[config.mk]
export PLATFORM = sky130hd
export DESIGN_NAME = decode_stage
export DESIGN_NICKNAME = d
export VERILOG_FILES = /design/src/rtl/decode_pkg.sv /design/src/rtl/rf_bypass.sv /design/src/rtl/decode_stage.sv
export SDC_FILE = /design/constraint.sdc
export NUM_CORES = 2
export LEC_CHECK = 0
export BUFFER_PORTS_ARGS = -buffer_cell sky130_fd_sc_hd__buf_4
export CAP_MARGIN = 20
export CORE_MARGIN = 2
export CORE_UTILIZATION = 55
export DETAILED_ROUTE_END_ITERATION = 12
export PLACE_DENSITY = 0.72
export SETUP_SLACK_MARGIN = 0.2
export SYNTH_ARGS = -nofsm -noshare
export SYNTH_HDL_FRONTEND = slang
export SYNTH_SLANG_ARGS = --single-unit
[constraint.sdc]
create_clock -name clk -period 7.62 [get_ports clk]
set_input_delay 0.381 -clock clk [delete_from_list [all_inputs] [get_ports clk]]
set_output_delay 0.381 -clock clk [all_outputs]
set_load 0.005 [all_outputs]
[src/rtl/decode_pkg.sv]
// Shared decode constants, instruction field positions and the decoded-bundle type
// used by the decode stage and its register file.
package decode_pkg;

    localparam logic [5:0] LOAD       = 6'b010001;
    localparam logic [5:0] STORE0     = 6'b010000;
    localparam logic [5:0] STORE1     = 6'b010011;
    localparam logic [5:0] RTYPE      = 6'b000000;
    localparam logic [3:0] BRANCH_PFX = 4'b0011;

    localparam int OPC_HI = 31;
    localparam int OPC_LO = 26;
    localparam int RS_HI  = 25;
    localparam int RS_LO  = 21;
    localparam int RT_HI  = 20;
    localparam int RT_LO  = 16;
    localparam int RD_HI  = 15;
    localparam int RD_LO  = 11;
    localparam int IMM_HI = 15;
    localparam int IMM_LO = 0;

    typedef struct packed {
        logic [31:0] instr;
        logic [4:0]  dest;
        logic        we;
        logic        mem_read;
        logic        mem_write;
    } decode_bundle_t;

    // Dest and we here use the full 5-bit field; the stage narrows to REG_AW.
    function automatic decode_bundle_t decode(input logic [31:0] instr);
        decode_bundle_t b;
        logic [5:0]     op;
        logic           store;
        logic           branch;
        op          = instr[OPC_HI:OPC_LO];
        store       = (op == STORE0) || (op == STORE1);
        branch      = (op[5:2] == BRANCH_PFX);
        b.instr     = instr;
        b.dest      = (op == RTYPE) ? instr[RD_HI:RD_LO] : instr[RT_HI:RT_LO];
        b.mem_read  = (op == LOAD);
        b.mem_write = store;
        b.we        = !(store || branch || (instr == '0) || (b.dest == '0));
        return b;
    endfunction

endpackage

[src/rtl/rf_bypass.sv]
// Two-read, one-write register file with r0 hardwired to zero and
// write-through bypass so a same-cycle write is visible to the readers.
module rf_bypass #(
    parameter int DATA_W = 32,
    parameter int NREGS  = 32,
    localparam int REG_AW = $clog2(NREGS)
) (
    input  logic              clk_i,
    input  logic              rst_i,
    input  logic              we_i,
    input  logic [REG_AW-1:0] waddr_i,
    input  logic [DATA_W-1:0] wdata_i,
    input  logic [REG_AW-1:0] raddr0_i,
    output logic [DATA_W-1:0] rdata0_o,
    input  logic [REG_AW-1:0] raddr1_i,
    output logic [DATA_W-1:0] rdata1_o
);

    logic [DATA_W-1:0] mem_q [NREGS];
    logic              wr_en;

    assign wr_en = we_i && (waddr_i != '0);

    always_ff @(posedge clk_i) begin
        if (rst_i) begin
            for (int unsigned i = 0; i < NREGS; i++) begin
                mem_q[i] <= '0;
            end
        end else if (wr_en) begin
            mem_q[waddr_i] <= wdata_i;
        end
    end

    always_comb begin
        rdata0_o = mem_q[raddr0_i];
        rdata1_o = mem_q[raddr1_i];
        if (wr_en && (waddr_i == raddr0_i)) rdata0_o = wdata_i;
        if (wr_en && (waddr_i == raddr1_i)) rdata1_o = wdata_i;
        if (raddr0_i == '0) rdata0_o = '0;
        if (raddr1_i == '0) rdata1_o = '0;
    end

endmodule

[src/rtl/decode_stage.sv]
// Instruction decode stage: decodes, reads operands, tracks in-flight destinations
// in a busy-bit scoreboard and holds a registered bundle for execute.
module decode_stage
    import decode_pkg::*;
#(
    parameter int DATA_W = 32,
    parameter int NREGS  = 32,
    localparam int REG_AW = $clog2(NREGS)
) (
    input  logic              clk,
    input  logic              rst,
    input  logic              in_valid,
    input  logic [31:0]       in_instr,
    output logic              in_ready,
    output logic              out_valid,
    input  logic              out_ready,
    output logic [31:0]       out_instr,
    output logic [DATA_W-1:0] out_rs_data,
    output logic [DATA_W-1:0] out_rt_data,
    output logic [DATA_W-1:0] out_imm,
    output logic [REG_AW-1:0] out_dest,
    output logic              out_we,
    output logic              out_mem_read,
    output logic              out_mem_write,
    input  logic              flush,
    input  logic              wb_valid,
    input  logic              wb_we,
    input  logic [REG_AW-1:0] wb_reg,
    input  logic [DATA_W-1:0] wb_data,
    output logic              sb_err
);

    decode_bundle_t    dec;
    decode_bundle_t    issue_b;
    decode_bundle_t    bundle_q;
    logic [4:0]        rs_f;
    logic [4:0]        rt_f;
    logic [REG_AW-1:0] rs;
    logic [REG_AW-1:0] rt;
    logic [REG_AW-1:0] dest;
    logic              dec_we;
    logic [DATA_W-1:0] rs_data;
    logic [DATA_W-1:0] rt_data;
    logic [DATA_W-1:0] imm_ext;
    logic [DATA_W-1:0] rs_data_q;
    logic [DATA_W-1:0] rt_data_q;
    logic [DATA_W-1:0] imm_q;
    logic [NREGS-1:0]  busy_q;
    logic [NREGS-1:0]  busy_ret;
    logic [NREGS-1:0]  busy_d;
    logic              valid_q;
    logic              valid_d;
    logic              err_q;
    logic              err_d;
    logic              hazard;
    logic              accept;

    rf_bypass #(
        .DATA_W (DATA_W),
        .NREGS  (NREGS)
    ) u_rf (
        .clk_i    (clk),
        .rst_i    (rst),
        .we_i     (wb_valid & wb_we),
        .waddr_i  (wb_reg),
        .wdata_i  (wb_data),
        .raddr0_i (rs),
        .rdata0_o (rs_data),
        .raddr1_i (rt),
        .rdata1_o (rt_data)
    );

    always_comb begin
        dec          = decode(in_instr);
        rs_f         = in_instr[RS_HI:RS_LO];
        rt_f         = in_instr[RT_HI:RT_LO];
        rs           = rs_f[REG_AW-1:0];
        rt           = rt_f[REG_AW-1:0];
        dest         = dec.dest[REG_AW-1:0];
        dec_we       = dec.we && (dest != '0);
        issue_b      = dec;
        issue_b.dest = 5'(dest);
        issue_b.we   = dec_we;
        imm_ext      = DATA_W'(signed'(in_instr[IMM_HI:IMM_LO]));
    end

    // Hazards are evaluated against the scoreboard after this cycle's retire.
    always_comb begin
        busy_ret = busy_q;
        if (wb_valid) busy_ret[wb_reg] = 1'b0;
        hazard   = busy_ret[rs] || busy_ret[rt] || (dec_we && busy_ret[dest]);
        in_ready = !flush && !hazard && (!valid_q || out_ready);
        accept   = in_valid && in_ready;
    end

    always_comb begin
        busy_d = busy_ret;
        if (flush && valid_q && !out_ready && bundle_q.we) begin
            busy_d[bundle_q.dest[REG_AW-1:0]] = 1'b0;
        end
        if (accept && dec_we) busy_d[dest] = 1'b1;
        busy_d[0] = 1'b0;

        err_d = err_q || (wb_valid && (wb_reg != '0) && !busy_q[wb_reg]);

        valid_d = valid_q;
        if (flush)          valid_d = 1'b0;
        else if (accept)    valid_d = 1'b1;
        else if (out_ready) valid_d = 1'b0;
    end

    always_ff @(posedge clk) begin
        if (rst) begin
            busy_q    <= '0;
            err_q     <= 1'b0;
            valid_q   <= 1'b0;
            bundle_q  <= '0;
            rs_data_q <= '0;
            rt_data_q <= '0;
            imm_q     <= '0;
        end else begin
            busy_q  <= busy_d;
            err_q   <= err_d;
            valid_q <= valid_d;
            if (accept) begin
                bundle_q  <= issue_b;
                rs_data_q <= rs_data;
                rt_data_q <= rt_data;
                imm_q     <= imm_ext;
            end
        end
    end

    assign out_valid     = valid_q;
    assign out_instr     = bundle_q.instr;
    assign out_rs_data   = rs_data_q;
    assign out_rt_data   = rt_data_q;
    assign out_imm       = imm_q;
    assign out_dest      = bundle_q.dest[REG_AW-1:0];
    assign out_we        = bundle_q.we;
    assign out_mem_read  = bundle_q.mem_read;
    assign out_mem_write = bundle_q.mem_write;
    assign sb_err        = err_q;

endmodule

==> impl_metrics.csv <==
group,metric,value,unit
status,outcome,"complete, no violations",
synthesis,yosysTopAreaCell,"edfxtp_1",
placed_design,routabilityCongestion,0.959,
clock_tree,cts_tree,"built",
floorplan,dieArea,117000,um2
global_routing,grt_pass1_vias,40595,
synthesis,async_reset_ff_share,0,%
timing,drv_slew,0,
pwr,power_density,218,nW/um2
hold_path,hold_depth,3,
clock_tree,cts-root-buf,"clkbuf_16",
timing,final.setup.tns,0,ps
critical_path,reg2reg_depth,9,
timing,clock.fmax,200,MHz
timing,grt_setup_unrepaired,"false",
timing,finalCritPeriodShare,65.5,%
synthesis,syn_area,62600,um2
timing,period_needed,4990,ps
critical_path,slowest_delay,660,ps
critical_path,crit_path_top_delay_cell,"and2_1",
placed_design,portBuffers,214,
critical_path,r2r_start,"busy_q[7]",
synthesis,synth_area_leaders,"edfxtp_1, mux4_2, and2_1",
detailed_routing,routed_via_density,6.99,
placed_design,dp.cells,5579,
critical_path,crit_start,"in_instr[31]",
pwr,p_leak,24.4,nW
cells_and_area,stdcell_count,5826,
critical_path,cp.arrival,5590,ps
critical_path,ff2ff_setup_slack,3890,ps
floorplan,initial_utilization,55.6,%
synthesis,synth_cell_types,77,
timing,slew_headroom,21.1,%
detailed_routing,drt-initial-drc-count,6201,
synthesis,syn_avg_cell_area,14.8,um2
floorplan,die_h,341,um
pwr,p_total,15.1,mW
hold_path,hp-class,"primary input to register",
clock_tree,worstSkewPairLatency,720,ps
floorplan,fp.dieW,341,um
detailed_routing,drc,0,
detailed_routing,routed-via-count,40724,
critical_path,cp-start-kind,"primary input",
clock_tree,htreeDepth,3,
pwr,ir_drop,0.192,mV
floorplan,io_pins,215,
detailed_routing,drt-total-wl,201000,um
cells_and_area,fin_util,61.5,%
hold_path,worstHoldStart,"in_instr[27]",
clock_tree,cts_sinks,1161,
critical_path,worst_path_most_repeated_cell,"dlygate4sd3_1",
hold_path,whs_endpoint,"out_instr[27]",
timing,hold_viol_final,0,
floorplan,core,113000,um2
placed_design,place_hpwl,108000,um
synthesis,synth_edf_count,1024,
timing,setup_violations,0,
clock_tree,cts.reportedPaths.clkPinSlew,60,ps
detailed_routing,detail-route-antenna-nets,0,
timing,skew,22.6,ps
clock_tree,cts.repair.resized,0,
synthesis,synth_top_flop_cell,"edfxtp_1",
cells_and_area,nets,4298,
global_routing,antenna_found_initial,10,
cells_and_area,final_common_cell,"edfxtp_1",
synthesis,syn_inst,4221,
job,cap_violations,0,
global_routing,grt_max_degree,141,
global_routing,grt_use_total,34.8,%
synthesis,yosysTopAreaCellShare,49.1,%
floorplan,rows,123,
critical_path,reg2reg_to,"out_valid",
timing,worstMarginPinSlew,1180,ps
critical_path,critPathKind,"primary input to register",
global_routing,grt_pass1_wl,289000,um
clock_tree,clk_path_buf_depth,3,
synthesis,ys_seq_area_share,53.5,%
global_routing,globalRoute.totalOverflow,0,
cells_and_area,final_cell_mix,"edfxtp_1, and2_1, mux4_2, buf_4, mux2i_1",
synthesis,synth-seq-cells,1161,
critical_path,crit_fanout,105,
cells_and_area,syn_to_final_growth,10.7,%
critical_path,end_kind,"register",
critical_path,required,8220,ps
synthesis,ys_warn_count,0,
detailed_routing,wl_per_cell,34.6,um
cells_and_area,drive_gt1_share,28.2,%
detailed_routing,drt-pass1-iter-count,6,
clock_tree,cts_buffers,118,
critical_path,worstPathCellList,"dlygate4sd3_1 > buf_4 > or4_4 > o21ai_2 > and2_1 > mux2_4 > a2111o_1 > or4_1 > o31ai_4 > buf_12 > a211oi_1 > dlygate4sd3_1",
## synthesized netlist by cell type (13+ instances only)
| master | count |
|---|---|
| clkbuf_1 | 338 |
| a211o_1 | 31 |
| nand3_1 | 58 |
| and2_1 | 993 |
| buf_1 | 84 |
| mux4_2 | 647 |
| o2111ai_1 | 13 |
| o211ai_1 | 99 |
| mux2i_1 | 155 |
| buf_4 | 40 |
| nand2b_1 | 143 |
| nor2_1 | 65 |
| dfxtp_1 | 137 |
| o21ai_0 | 62 |
| nand2_1 | 111 |
| edfxtp_1 | 1024 |
| or2_2 | 36 |
## cells by family after synthesis
family,share of synthesized area (%)
other,0.00599
DFF,53.5
AOI/OAI and AO/OA,3.02
and+or+nand+nor,14.1
muxes,25.9
xor gates and xnor gates,0.154
buffers and inverters,3.31
## critical path: cells and delay by family
kind / cells / cell delay (ps)
buffers and inverters: 4 / 1930
AND/OR/NAND/NOR: 3 / 1800
multiplexers: 1 / 350
AO/OA/AOI/OAI: 4 / 1030
## metal layers
metal  global-route usage [%]  wire length, um  vias up
met5                        0                0        -
met4                     16.0            10300        0
li1                         -                -    16132
met3                     7.07            25400      601
met2                     55.1            94600     3197
met1                     46.8            71100    20794
## how the worst max path moves through the flow
stage,to,slack (ps),depth (start not counted)
after CTS,out_valid,2690,12
after detailed placement,out_dest[1],2780,10
after global placement,out_dest[2],2860,10
after global routing,out_valid,2510,12
final,out_valid,2630,12
after floorplan,out_dest[0],4130,11
## where the power goes
| group | leakage, nW | internal (mW) | total, mW | switching (mW) |
|---|---|---|---|---|
| registers | 10.8 | 7.24 | 7.43 | 0.182 |
| logic | 11.6 | 0.839 | 1.81 | 0.968 |
| clock network | 1.90 | 3.31 | 5.86 | 2.55 |
## cell type report
type,count,area [um2]
timing repair buffer,325,2570
antenna,2,5.00
clock inverter,64,571
multi-input combinational,2604,27500
fill,8208,43300
sequential,1161,33500
tap,1500,1880
inverter,12,46.3
clock buffer,158,3280
## registers in the layout, indices dropped and copies added, names as in the netlist
signal         flops
sb_err             1
out_we             1
u_rf.mem_q      1024
out_rs_data       32
out_mem_read       1
out_mem_write      1
out_dest           5
out_rt_data       32
busy_q            31
out_instr         32
out_valid          1
## repair_timing
item	in CTS	in global routing
hold buffers	23	0
setup buffers	0	0
hold endpoints to repair	23	0
## stage by stage
| step | hold slack (ps) | setup WS [ps] | cell area, um2 |
|---|---|---|---|
| 3_3_place_gp | 457 | 2860 | 65200 |
| 4_1_cts | 1.28 | 2690 | 69300 |
| 6_report | 30.4 | 2630 | 69300 |
| 2_1_floorplan | 459 | 4130 | 62700 |
| 5_1_grt | 36.0 | 2510 | 69300 |
| 3_5_place_dp | 466 | 2780 | 65200 |
Power figures use the tool's default switching activity.
